File: config.mk
export PLATFORM = sky130hd
export DESIGN_NAME = coin_acceptor_flat
export DESIGN_NICKNAME = d
export VERILOG_FILES = /design/src/rtl/coin_pkg.sv /design/src/rtl/coin_acceptor_if.sv /design/src/rtl/coin_debounce.sv /design/src/rtl/coin_acceptor.sv /design/src/flat_wrapper.sv
export SDC_FILE = /design/constraint.sdc
export NUM_CORES = 1
export LEC_CHECK = 0
export ABC_AREA = 0
export ABC_CLOCK_PERIOD_IN_PS = 3500
export BUFFER_PORTS_ARGS = -buffer_cell sky130_fd_sc_hd__clkbuf_2
export CAP_MARGIN = 10
export CORE_ASPECT_RATIO = 1.75
export CORE_MARGIN = 5
export CORE_UTILIZATION = 36
export CTS_CLUSTER_SIZE = 8
export DETAILED_ROUTE_END_ITERATION = 7
export REMOVE_ABC_BUFFERS = 1
export SLEW_MARGIN = 10
export SYNTH_ARGS = -nofsm -noshare
export SYNTH_HDL_FRONTEND = slang
export SYNTH_HIERARCHICAL = 1
export SYNTH_SLANG_ARGS = --single-unit
File: constraint.sdc
create_clock -name CLK50MHZ -period 3.5 [get_ports CLK50MHZ]
set_clock_uncertainty 0.05 [all_clocks]
set_input_delay 0.525 -clock CLK50MHZ [delete_from_list [all_inputs] [get_ports CLK50MHZ]]
set_output_delay 0.525 -clock CLK50MHZ [all_outputs]
set_load 0.02 [all_outputs]
File: src/rtl/coin_pkg.sv
// coin_pkg
// Shared types for the coin acceptor slice: the 2-bit coin code presented
// to the downstream encoder, the acceptor FSM state, and a helper that maps
// a one-hot debounced button vector {Pen, HFa, Fa} onto its coin code.
package coin_pkg;

    typedef enum logic [1:0] {
        NONE = 2'b00,
        HFA  = 2'b01,
        FA   = 2'b10,
        PEN  = 2'b11
    } coin_code_t;

    typedef enum logic [1:0] {
        IDLE,
        PEND,
        WAIT_REL,
        ERR
    } acc_state_t;

    // Only meaningful for a one-hot vector; anything else maps to NONE.
    function automatic coin_code_t code_of(input logic [2:0] pressed);
        case (pressed)
            3'b100:  return PEN;
            3'b010:  return HFA;
            3'b001:  return FA;
            default: return NONE;
        endcase
    endfunction

endpackage

File: src/rtl/coin_acceptor_if.sv
// coin_acceptor_if
// Groups the raw button inputs, the coin valid/ack handshake and the status
// outputs of the coin acceptor.
//   slave  : the acceptor (buttons and coin_ack in; coin, error, count out)
//   master : the environment (drives buttons and coin_ack)
interface coin_acceptor_if;
    import coin_pkg::*;

    logic       Pen;
    logic       HFa;
    logic       Fa;
    logic       coin_ack;
    logic       coin_valid;
    coin_code_t coin_code;
    logic       multi_err;
    logic [7:0] coin_cnt;

    modport master (
        output Pen, HFa, Fa, coin_ack,
        input  coin_valid, coin_code, multi_err, coin_cnt
    );

    modport slave (
        input  Pen, HFa, Fa, coin_ack,
        output coin_valid, coin_code, multi_err, coin_cnt
    );

endinterface

File: src/rtl/coin_debounce.sv
// coin_debounce
// One button channel: a SYNC_STAGES-deep synchroniser followed by a
// debounce counter. The stable output only flips after the synchronised
// input has disagreed with it for DEBOUNCE_CYCLES consecutive cycles.
// Ports:
//   CLK50MHZ : board clock, rising edge
//   RES      : asynchronous active-high reset
//   noisy    : raw, bouncy, asynchronous button
//   stable   : debounced level
module coin_debounce #(
    parameter int DEBOUNCE_CYCLES = 500000,
    parameter int CNT_W           = 19,
    parameter int SYNC_STAGES     = 2
) (
    input  logic CLK50MHZ,
    input  logic RES,
    input  logic noisy,
    output logic stable
);

    localparam logic [CNT_W-1:0] CNT_LAST = CNT_W'(DEBOUNCE_CYCLES - 1);

    logic [SYNC_STAGES-1:0] sync_d, sync_q;
    logic [CNT_W-1:0]       cnt_d, cnt_q;
    logic                   stable_d, stable_q;
    logic                   sync_bit;

    // Any agreement between the synchronised input and the stable value
    // restarts the count, so only an unbroken run of disagreement flips it.
    always_comb begin
        sync_d   = {sync_q[SYNC_STAGES-2:0], noisy};
        sync_bit = sync_q[SYNC_STAGES-1];
        stable_d = stable_q;
        cnt_d    = '0;
        if (sync_bit != stable_q) begin
            if (cnt_q == CNT_LAST) begin
                stable_d = sync_bit;
            end else begin
                cnt_d = cnt_q + CNT_W'(1);
            end
        end
    end

    always_ff @(posedge CLK50MHZ or posedge RES) begin
        if (RES) begin
            sync_q   <= '0;
            cnt_q    <= '0;
            stable_q <= 1'b0;
        end else begin
            sync_q   <= sync_d;
            cnt_q    <= cnt_d;
            stable_q <= stable_d;
        end
    end

    assign stable = stable_q;

endmodule

File: src/rtl/coin_acceptor.sv
// coin_acceptor
// Debounces the three coin buttons and turns each physical press into at
// most one coin, presented with a valid/ack handshake. Presses of more than
// one button at once are rejected and flagged on multi_err.
// Ports:
//   CLK50MHZ : board clock, rising edge
//   RES      : asynchronous active-high reset
//   bus      : coin_acceptor_if.slave (Pen/HFa/Fa, coin_ack in;
//              coin_valid, coin_code, multi_err, coin_cnt out)
module coin_acceptor
    import coin_pkg::*;
#(
    parameter int DEBOUNCE_CYCLES = 500000,
    parameter int CNT_W           = 19,
    parameter int SYNC_STAGES     = 2
) (
    input logic           CLK50MHZ,
    input logic           RES,
    coin_acceptor_if.slave bus
);

    logic       pen_stable, hfa_stable, fa_stable;
    logic [2:0] pressed_d, pressed_q;

    acc_state_t state_d, state_q;
    logic       coin_valid_d, coin_valid_q;
    coin_code_t coin_code_d, coin_code_q;
    logic       multi_err_d, multi_err_q;
    logic [7:0] coin_cnt_d, coin_cnt_q;

    coin_debounce #(
        .DEBOUNCE_CYCLES(DEBOUNCE_CYCLES), .CNT_W(CNT_W), .SYNC_STAGES(SYNC_STAGES)
    ) u_pen (.CLK50MHZ(CLK50MHZ), .RES(RES), .noisy(bus.Pen), .stable(pen_stable));

    coin_debounce #(
        .DEBOUNCE_CYCLES(DEBOUNCE_CYCLES), .CNT_W(CNT_W), .SYNC_STAGES(SYNC_STAGES)
    ) u_hfa (.CLK50MHZ(CLK50MHZ), .RES(RES), .noisy(bus.HFa), .stable(hfa_stable));

    coin_debounce #(
        .DEBOUNCE_CYCLES(DEBOUNCE_CYCLES), .CNT_W(CNT_W), .SYNC_STAGES(SYNC_STAGES)
    ) u_fa (.CLK50MHZ(CLK50MHZ), .RES(RES), .noisy(bus.Fa), .stable(fa_stable));

    // The three debounced levels are captured together in one register so
    // the FSM always judges single vs. multiple presses from one snapshot.
    assign pressed_d = {pen_stable, hfa_stable, fa_stable};

    // Next-state and next-output logic; outputs are registered alongside the
    // state so coin_valid/coin_code/multi_err are glitch-free.
    always_comb begin
        state_d      = state_q;
        coin_valid_d = 1'b0;
        coin_code_d  = NONE;
        multi_err_d  = 1'b0;
        coin_cnt_d   = coin_cnt_q;
        case (state_q)
            IDLE: begin
                if ($onehot(pressed_q)) begin
                    state_d      = PEND;
                    coin_valid_d = 1'b1;
                    coin_code_d  = code_of(pressed_q);
                end else if (pressed_q != 3'b000) begin
                    state_d     = ERR;
                    multi_err_d = 1'b1;
                end
            end
            PEND: begin
                // Button changes are ignored here; the latched coin is held
                // until the consumer takes it.
                coin_valid_d = 1'b1;
                coin_code_d  = coin_code_q;
                if (bus.coin_ack) begin
                    state_d      = WAIT_REL;
                    coin_valid_d = 1'b0;
                    coin_code_d  = NONE;
                    coin_cnt_d   = coin_cnt_q + 8'd1;
                end
            end
            WAIT_REL: begin
                if (pressed_q == 3'b000) begin
                    state_d = IDLE;
                end
            end
            ERR: begin
                multi_err_d = 1'b1;
                if (pressed_q == 3'b000) begin
                    state_d     = IDLE;
                    multi_err_d = 1'b0;
                end
            end
            default: begin
                state_d = IDLE;
            end
        endcase
    end

    always_ff @(posedge CLK50MHZ or posedge RES) begin
        if (RES) begin
            pressed_q    <= 3'b000;
            state_q      <= IDLE;
            coin_valid_q <= 1'b0;
            coin_code_q  <= NONE;
            multi_err_q  <= 1'b0;
            coin_cnt_q   <= 8'd0;
        end else begin
            pressed_q    <= pressed_d;
            state_q      <= state_d;
            coin_valid_q <= coin_valid_d;
            coin_code_q  <= coin_code_d;
            multi_err_q  <= multi_err_d;
            coin_cnt_q   <= coin_cnt_d;
        end
    end

    assign bus.coin_valid = coin_valid_q;
    assign bus.coin_code  = coin_code_q;
    assign bus.multi_err  = multi_err_q;
    assign bus.coin_cnt   = coin_cnt_q;

endmodule

File: src/flat_wrapper.sv
// flat-port wrapper written by rule: the top's interface ports become plain ports
module coin_acceptor_flat import coin_pkg::*;
#(
    parameter int DEBOUNCE_CYCLES = 500000,
    parameter int CNT_W           = 19,
    parameter int SYNC_STAGES     = 2
)
  (CLK50MHZ, RES, bus_Pen, bus_HFa, bus_Fa, bus_coin_ack, bus_coin_valid, bus_coin_code, bus_multi_err, bus_coin_cnt);
  coin_acceptor_if bus_i ();
  input logic CLK50MHZ;
  input logic RES;
  input wire logic [$bits(bus_i.Pen)-1:0] bus_Pen;
  input wire logic [$bits(bus_i.HFa)-1:0] bus_HFa;
  input wire logic [$bits(bus_i.Fa)-1:0] bus_Fa;
  input wire logic [$bits(bus_i.coin_ack)-1:0] bus_coin_ack;
  output wire logic [$bits(bus_i.coin_valid)-1:0] bus_coin_valid;
  output wire logic [$bits(bus_i.coin_code)-1:0] bus_coin_code;
  output wire logic [$bits(bus_i.multi_err)-1:0] bus_multi_err;
  output wire logic [$bits(bus_i.coin_cnt)-1:0] bus_coin_cnt;
  assign bus_i.Pen = bus_Pen;
  assign bus_i.HFa = bus_HFa;
  assign bus_i.Fa = bus_Fa;
  assign bus_i.coin_ack = bus_coin_ack;
  assign bus_coin_valid = bus_i.coin_valid;
  assign bus_coin_code = bus_i.coin_code;
  assign bus_multi_err = bus_i.multi_err;
  assign bus_coin_cnt = bus_i.coin_cnt;
  coin_acceptor #(.DEBOUNCE_CYCLES(DEBOUNCE_CYCLES), .CNT_W(CNT_W), .SYNC_STAGES(SYNC_STAGES)) u_core (.CLK50MHZ(CLK50MHZ), .RES(RES), .bus(bus_i));
endmodule
**Word-level counts from Yosys, hierarchy flattened**

Cells that the tools add are included.

- Input port bits: 6
- Bits in writable memories: 0
- Latch bits: 0
- Memories kept: 0
- Memory bits (read-only): 0
- Register bits: 83
- Word-level logic and storage cells: 68
- Output and inout bits: 12

- Multipliers: 0
- $add $sub $neg: 6
- Reduce and logical (&&, ||, !) cells: 9
- Shift-type cells: 0
- Equality and inequality tests: 16
- Magnitude comparators: 0
- Bitwise logic cells: 0
- Muxes and demuxes: 22
- Div/mod/pow operators: 0

Operator list:

| operator | number |
|---|---|
| 19-bit two-way mux | 6 |
| 19-bit by 1-bit adder with 19-bit output (second input constant) | 3 |
| 19-bit == test (second input constant) | 3 |
| 2-bit two-way mux | 6 |
| 2-bit case mux with 3 select lines | 2 |
| 8-bit by 1-bit adder with 8-bit output (second input constant) | 1 |
| 2-bit AND reduction | 4 |
| 1-bit two-way mux | 5 |
| 2-bit by 1-bit == test with 1-bit output (second input constant) | 2 |
| 2-bit == test (second input constant) | 2 |
| 1-bit case mux with 2 select lines | 2 |
| 2-bit case mux with 2 select lines | 1 |
| 3-bit by 1-bit == test with 1-bit output (second input constant) | 1 |
| 3-bit by 2-bit == test with 1-bit output (second input constant) | 1 |
| 3-bit == test (second input constant) | 1 |
| 3-bit zero test | 1 |
| 1-bit != test | 3 |
| 3-bit by 1-bit != test with 1-bit output (second input constant) | 1 |
| 3-bit AND reduction | 1 |
| 3-bit nonzero test | 1 |
| 1-bit by 1-bit adder with 2-bit output | 1 |
| 2-bit by 1-bit adder with 2-bit output | 1 |
| 2-bit zero test | 1 |
| 2-bit by 1-bit != test with 1-bit output (second input constant) | 1 |
| other kinds (2) | 2 |

**Longest topological paths before layout**

Gate-level depths: netlist of run 1.

- Word-level depth: 5
- Depth in mapped cells: 7
- Depth with buffers taken out: 5

**Cells and area by module**

The synthesis of run 1 kept the hierarchy.

Modules (own cells, without submodules):

| module | times used | cells an instance | area each (um2) | sequential area each (um2) |
|---|---|---|---|---|
| coin_debounce | 3 | 103 | 1091.0 | 550.5 |
| coin_acceptor | 1 | 74 | 828.3 | 425.4 |

**Worst setup path after synthesis of run 1**

No wires, ideal clock.

- Path kind: register to register
- From: reg u_core.u_fa.cnt_q[11]
- To: reg u_core.u_fa.cnt_q[10]
- Setup time: 0.119 ns
- Clock period less this slack: 1.693 ns
- Buffers on the path: 2
- Setup slack: 1.807 ns
- Data required time: 3.331 ns
- Cell stages (with the launch flop): 7
- Arrival: 1.525 ns
- Path through: dfrtp_1 -> or4_4 -> nor3_2 -> a21bo_1 -> buf_6 -> buf_12 -> nor2_1

- Longest elaborated chain between the ends: 3

Ends and longest elaborated chain:

| element | RTL line | RTL |
|---|---|---|
| start, declared | coin_debounce.sv:24 | `logic [CNT_W-1:0] cnt_d, cnt_q;` |
| start signal, assigned | coin_debounce.sv:51 | `cnt_q <= cnt_d;` |
| 19-bit == test | coin_debounce.sv:36 | `if (cnt_q == CNT_LAST) begin` |
| 19-bit two-way mux | coin_debounce.sv:36 |  |
| 19-bit two-way mux | coin_debounce.sv:35 | `if (sync_bit != stable_q) begin` |
| via u_core.u_fa.cnt_d[10] | coin_debounce.sv:24 |  |

The timed path passes the listed nets, and every way through them passes these cells.
A chain may end at the register's enable or synchronous reset.

**Worst setup path after layout of run 1**

- From: reg u_core.u_pen.cnt_q[11]
- To: reg u_core.u_pen.cnt_q[2]

- Longest elaborated chain between the ends: 3

Ends and longest elaborated chain:

| element | RTL line |
|---|---|
| start, declared | coin_debounce.sv:24 |
| start signal, assigned | coin_debounce.sv:51 |
| 19-bit == test | coin_debounce.sv:36 |
| 19-bit two-way mux | coin_debounce.sv:36 |
| 19-bit two-way mux | coin_debounce.sv:35 |
| via u_core.u_pen.cnt_d[2] | coin_debounce.sv:24 |

The timed path passes the listed nets, and every way through them passes these cells.

==> out/qor.csv, run 1 <==
metric,value,unit
via_count,2818,
synth.top_cells.by_count,"83 x sky130_fd_sc_hd__dfrtp_1, 50 x sky130_fd_sc_hd__nor2_1, 28 x sky130_fd_sc_hd__xnor2_1, 26 x sky130_fd_sc_hd__xor2_1, 24 x sky130_fd_sc_hd__nand3_1",
drt-pass1-iter-count,4,
highest_attainable_clock_frequency,501.5,MHz
crit_end,u_core/u_pen/cnt_q[2],
postCtsResizedCells,0,
die_outline_height,151.2,um
maxCapViolCount,0,
place.detailed.hpwl,5.391,mm
synth_flop_cell,sky130_fd_sc_hd__dfrtp_1,
regToRegEndpoint,u_core/u_pen/cnt_q[2],
netlist-cell-type-count,40,
netlist_top_cells_area,"sky130_fd_sc_hd__dfrtp_1 51%, sky130_fd_sc_hd__xnor2_1 6.0%, sky130_fd_sc_hd__xor2_1 5.6%",
placedInstanceArea,4220,sq um
power.static_leakage,0.001944,uW
grt_antenna_before_repair,0,
power-per-cell-area,445.5,nW/um^2
synth-seq-cells,83,
rsz0062_at_grt,false,
via_per_inst,5.267,
start_kind,flop,
layout.cells.non_filler,535,
post_cts_buffers,0,
timing.critical_path.arrival,2.14,ns
critPathRequiredTime,3.65,ns
floorplan.rows,51,
n_antenna_cell,0,
use_met2,0.2132,
ys_async_sr_fraction,1.000,
h-tree-depth,3,
detailed_route_drc_error_count,0,
synth_area,4101,sq um
cts_root_cell,sky130_fd_sc_hd__clkbuf_16,
fp.dieW,90.69,um
report.final.hold_viol_count,0,
internal_power,1605,uW
power.clock.fraction,0.491,
cp.buffers_inverters,0,
timing.max_slew.rel_slack,0.4481,
grt.overflow.total,0,
critical_path_depth,4,
sequentialPowerShare,0.486,
fill_cells,1057,
power.net_switching,416.4,uW
initial_drc_count,139,
grt_first_pass_wirelength,13.37,mm
stdcell_area,4538,sq um
tns,0,ns
cts-root-to-sink-buffers,2,
timing_max_transition_violations_final,0,
total_power_draw,2022,uW
die_area,13710,sq um
io_buffers,17,
min_path_type,input port to async pin,
drive_above_1_share,0.1166,
worst_pin_slew,0.8269,ns
cts_tree,yes,
crit-reg2reg-launch,u_core/u_pen/cnt_q[11],
routed_wl,7.627,mm
synthesis.yosys.warnings,6,
r2r.worst_path.cells,4,
clk_pin_slew_worst_paths,0.06,ns
result_of_the_run,finished clean,
yosys.area.top_type_share,0.5064,
syn-instance-count,383,
criticalPathCategory,flop to flop,
cts_sinks,83,
ant_nets,0,
synth_sequential_area_ratio,0.5064,
initial_utilization,0.3673,
grtUsageMet1,0.1299,
floorplan.core_area,11170,sq um
global_route.usage.total,0.1212,
crit_path_max_fanout,17,
combPwrFrac,0.024,
setup_viol_count_final,0,
syn_area_per_cell,10.71,sq um
critPathMaxStageDelay,0.54,ns
cp-end-kind,flop,
final_net_count,413,
top_level_ports,18,
cp_cell_sequence,or4_4 > nor3_2 > a21bo_1 > nor2_1,
yosysTopAreaCell,sky130_fd_sc_hd__dfrtp_1,
setup.reg_to_reg.worst_slack,1.51,ns
via_count_of_the_first_global_routing_pass,2938,
post-synth-top-count-cell,sky130_fd_sc_hd__dfrtp_1,
slowest_stage,sky130_fd_sc_hd__or4_4,
wl_per_cell,14.26,um
place.detailed.instances,519,
period_needed,1.994,ns
cpLargestDelayFamily,simple AND/OR/NAND/NOR gates,
gpl.final_weighted_congestion,0.8221,
power.share.switching,0.2060,
tritoncts.num_buffers,9,
groute.layer.met3.usage,0.01789,
finalCritPeriodShare,0.5697,
layout.core_utilization,0.4064,
synth_enable_flop_cells,0,
ctsHoldBuffers,0,
insertion_delay,0.34,ns
setup_crit_start,u_core/u_pen/cnt_q[11],
ir_worst_vdd,450.3,uV
area_delta_synth_final,10.65,%
grt_max_degree,23,
busiest_layer,met2,
-- through the flow --
step | hold slack [ns] | setup slack [ns]
6_report | 0.2409 | 1.506
5_1_grt | 0.2370 | 1.368
4_1_cts | 0.2309 | 1.475
3_5_place_dp | 0.2855 | 1.484
3_3_place_gp | 0.2835 | 1.528
2_1_floorplan | 0.2812 | 1.761
-- cells by family (layout without fill, tap and decap cells) --
family                   count (synthesis)  in the layout  share of synthesized area
AO/OA/AOI/OAI                           30             30                    0.05156
XOR/XNOR                                54             54                     0.1153
adder cells (fa/ha/maj)                  9              9                    0.02929
buffers and inverters                   25             45                    0.04301
flip-flops                              83             83                     0.5064
multiplexers                             4              4                    0.01373
AND/OR/NAND/NOR                        178            178                     0.2407
-- sequential cells by signal (all words and copies together) (netlist names) --
register and count:
u_core/u_fa/cnt_q 19, u_core/u_hfa/cnt_q 19, u_core/u_pen/cnt_q 19, u_core/bus.coin_cnt 8, u_core/pressed_q 3, u_core/bus.coin_code 2
u_core/state_q 2, u_core/u_fa/sync_q 2, u_core/u_hfa/sync_q 2, u_core/u_pen/sync_q 2, u_core/bus.coin_valid 1, u_core/bus.multi_err 1
u_core/u_fa/stable 1, u_core/u_hfa/stable 1, u_core/u_pen/stable 1
-- worst register-to-register path, cell delays in order (launching register included) --
cell and delay (ns):
sky130_fd_sc_hd__dfrtp_1 0.42, sky130_fd_sc_hd__or4_4 0.54, sky130_fd_sc_hd__nor3_2 0.24, sky130_fd_sc_hd__a21bo_1 0.49, sky130_fd_sc_hd__nor2_1 0.12
-- how the worst min path moves through the flow --
stage	start	end	slack, ns
after floorplan	u_core/u_fa/sync_q[0]	u_core/u_fa/sync_q[1]	0.28
after CTS	bus_Pen	u_core/u_pen/sync_q[0]	0.23
final	RES	u_core/bus.coin_cnt[3]	0.24
after detailed placement	u_core/u_hfa/sync_q[0]	u_core/u_hfa/sync_q[1]	0.29
after global placement	u_core/u_hfa/sync_q[0]	u_core/u_hfa/sync_q[1]	0.28
after global routing	bus_Pen	u_core/u_pen/sync_q[0]	0.24
-- layout make-up --
cell class	instances	area, sq um	area share
Clock inverter	7	92.59	0.02040
Inverter	12	45.04	0.009926
Sequential cell	83	2077	0.4577
Timing Repair Buffer	17	85.08	0.01875
Clock buffer	9	225.2	0.04963
Tap cell	132	165.2	0.03639
Multi-Input combinational cell	275	1848	0.4072
-- cell usage in the layout (no fill, tap or decap), drive strengths merged --
| cell | count |
|---|---|
| bufinv | 2 |
| nor2b | 1 |
| nand2b | 4 |
| o21ai | 4 |
| a22oi | 1 |
| ha | 8 |
| or2 | 3 |
| or4 | 6 |
| o32a | 1 |
| or4b | 6 |
| dfrtp | 83 |
| o41ai | 5 |
| fa | 1 |
| nor4 | 7 |
| and4 | 9 |
| and3 | 9 |
| nand3b | 1 |
| and2 | 3 |
| a21oi | 11 |
| mux2 | 4 |
| a21bo | 3 |
| or3 | 4 |
| o31ai | 3 |
| nand3 | 24 |
| xnor2 | 28 |
| a211o | 2 |
| clkbuf | 26 |
| nand2 | 23 |
| xor2 | 26 |
| clkinv | 2 |
| nand4 | 12 |
| clkinvlp | 3 |
| nand4b | 6 |
| nor2 | 50 |
| nor3 | 10 |
| inv | 12 |
-- power by group through the flow --
stage | combinational, uW | sequential, uW | clock, uW
3_5_place_dp | 50.3 | 999 | 0
3_3_place_gp | 49.9 | 999 | 0
6_report | 48.3 | 982 | 992
5_1_grt | 58.7 | 983 | 1070
2_1_floorplan | 35.0 | 997 | 0
4_1_cts | 51.0 | 981 | 1020
-- per-layer routing --
layer,vias up,share of wire
met5,-,0
met4,0,0.041
met3,24,0.039
met2,74,0.54
met1,1344,0.38
li1,1376,-
Power figures use the tool's default switching activity.
==> run 2, diff against run 1 <==
- ABC_CLOCK_PERIOD_IN_PS: 3500 -> 1910
- clock period: 3.5 -> 1.91 ns (I/O delays scaled with it)
==> out/qor.csv, run 2 (synthesis gave the netlist of run 1 again) <==
metric,value,unit,change
layout.cells.non_filler,555,,+3.7%
power.net_switching,790.2,uW,+90%
sequentialPowerShare,0.487,,about the same
timing.critical_path.arrival,1.98,ns,-0.16 ns
detailed_route_drc_error_count,0,,unchanged
fill_cells,1060,,+0.28%
timing.max_slew.rel_slack,0.5675,,+0.1194
grt.overflow.total,0,,unchanged
tritoncts.num_buffers,9,,unchanged
floorplan.rows,51,,unchanged
insertion_delay,0.34,ns,about the same
criticalPathCategory,flop to flop,,
critPathRequiredTime,2.08,ns,-1.57 ns
power.share.switching,0.2137,,+0.007740
initial_drc_count,97,,-30%
grtUsageMet1,0.1315,,+0.001580
cts_tree,yes,,
finalCritPeriodShare,0.9475,,+0.3777
place.detailed.hpwl,5.644,mm,+4.7%
fin_worst_setup_slack,0.1003,ns,-1.406 ns
place.detailed.instances,537,,+3.5%
placedInstanceArea,4368,sq um,+3.5%
power.static_leakage,0.002054,uW,+5.7%
grt_max_degree,23,,unchanged
via_count,2832,,+0.50%
n_antenna_cell,0,,unchanged
setup_crit_start,u_core/u_pen/cnt_q[11],,
tns,0,ns,unchanged
h-tree-depth,3,,unchanged
routed_wl,7.696,mm,+0.90%
ant_nets,0,,unchanged
combPwrFrac,0.029,,+0.005
die_outline_height,151.2,um,unchanged
groute.layer.met3.usage,0.01392,,-0.003976
period_needed,1.810,ns,-0.1844 ns
setup_viol_count_final,0,,unchanged
io_buffers,17,,unchanged
report.final.hold_viol_count,0,,unchanged
worst_pin_slew,0.6481,ns,-0.1788 ns
top_level_ports,18,,unchanged
crit-reg2reg-launch,u_core/u_pen/cnt_q[11],,
final_net_count,433,,+4.8%
fin_hold_ws,0.009602,ns,-0.2313 ns
cts-root-to-sink-buffers,2,,unchanged
drive_above_1_share,0.1584,,+0.04177
setup.reg_to_reg.worst_slack,0.10,ns,-1.41 ns
gpl.final_weighted_congestion,0.7927,,-3.6%
stdcell_area,4710,sq um,+3.8%
wl_per_cell,13.87,um,-2.7%
place_ws,0.1066,ns,-1.377 ns
mostFrequentLayoutCell,sky130_fd_sc_hd__dfrtp_1,,
result_of_the_run,finished clean,,
die_area,13710,sq um,unchanged
clk_pin_slew_worst_paths,0.06,ns,about the same
timing_max_transition_violations_final,0,,unchanged
busiest_layer,met2,,
rsz0062_at_grt,false,,
internal_power,2907,uW,+81%
via_count_of_the_first_global_routing_pass,2918,,-0.68%
drt-pass1-iter-count,4,,unchanged
fp.dieW,90.69,um,unchanged
min_path_type,input port to flop,,
layout_common_cells,"83 x sky130_fd_sc_hd__dfrtp_1, 49 x sky130_fd_sc_hd__nor2_1, 28 x sky130_fd_sc_hd__xnor2_1, 26 x sky130_fd_sc_hd__xor2_1",,
grt_antenna_before_repair,0,,unchanged
area_delta_synth_final,14.83,%,
final-seq-area,2077,sq um,unchanged
initial_utilization,0.3673,,unchanged
start_kind,flop,,
multi_input_area,1856,sq um,+0.41%
ir_worst_vdd,571.1,uV,+27%
maxCapViolCount,0,,unchanged
floorplan.core_area,11170,sq um,unchanged
global_route.usage.total,0.1218,,+0.0006296
cp-end-kind,flop,,
hold_start,bus_Pen,,
power.clock.fraction,0.484,,-0.007
cts_sinks,83,,unchanged
registers_with_the_most_flip_flops,"u_core/u_fa/cnt_q: 19 flops, u_core/u_hfa/cnt_q: 19 flops, u_core/u_pen/cnt_q: 19 flops",,
grt_first_pass_wirelength,13.43,mm,+0.46%
highest_attainable_clock_frequency,552.6,MHz,+10%
via_per_inst,5.103,,-3.1%
use_met2,0.2216,,+0.008370
crit_path_max_fanout,5,,-12
cts_root_cell,sky130_fd_sc_hd__clkbuf_16,,
power-per-cell-area,785.1,nW/um^2,+76%
==> run 2: cell types whose count changed in the layout (fill, tap and decap cells not counted), sizes merged <==
cell / delta
dlygate4sd3: +2
clkbuf: +2
buf: +18
clkinv: +2
bufinv: -1
clkinvlp: -3
==> run 2: routing by layer <==
| layer | up-vias | wire length (um) |
|---|---|---|
| met5 | - | 0 |
| met4 | 0 | 223 |
| met3 | 17 | 169 |
| met2 | 42 | 4137 |
| met1 | 1364 | 3165 |
| li1 | 1409 | - |
==> run 2: what timing repair did <==
item                                   in CTS  in global routing
hold buffers                                2                  0
buffers inserted                            0                  0
endpoints found under the hold margin      67                  0
setup endpoints to repair                   0                  2
resized for setup                           0                  2
==> run 2: metrics by stage <==
stage	utilization	total power [uW]
floorplan	-	1891
global placement	0.3911	1938
detailed placement	0.3911	1939
CTS	0.4211	3757
global route	0.4217	3848
finish	0.4217	3697
==> run 2: power groups by stage <==
stage	Clock (uW)	Combinational (uW)	Sequential, uW
finish	1790	108	1800
detailed placement	0	108	1830
global placement	0	108	1830
CTS	1850	113	1800
floorplan	0	64.1	1830
global route	1920	128	1800
==> run 2: area by class of cell <==
cell class | instances | area share
timing repair buffer | 37 | 0.05367
tap | 132 | 0.03507
multi-input combinational | 275 | 0.3940
clock buffer | 11 | 0.05367
inverter | 12 | 0.009564
clock inverter | 5 | 0.01302
sequential | 83 | 0.4410
==> run 2: path summary, 6_finish.rpt <==
path / end / cells after the start
min: u_core/u_pen/sync_q[0] / 1
max reg2reg: u_core/u_pen/stable / 4
min in group asynchronous: u_core/u_fa/cnt_q[15] / 4
max in group asynchronous: u_core/bus.coin_cnt[3] / 3
max: u_core/u_pen/stable / 4
min reg2reg: u_core/u_hfa/sync_q[1] / 0
==> run 2: worst max-delay path, cell delays in order, from the launching register on <==
cell	delay [ns]
sky130_fd_sc_hd__dfrtp_1	0.42
sky130_fd_sc_hd__or4_4	0.55
sky130_fd_sc_hd__nor3_2	0.25
sky130_fd_sc_hd__nand2_1	0.12
sky130_fd_sc_hd__mux2_4	0.30
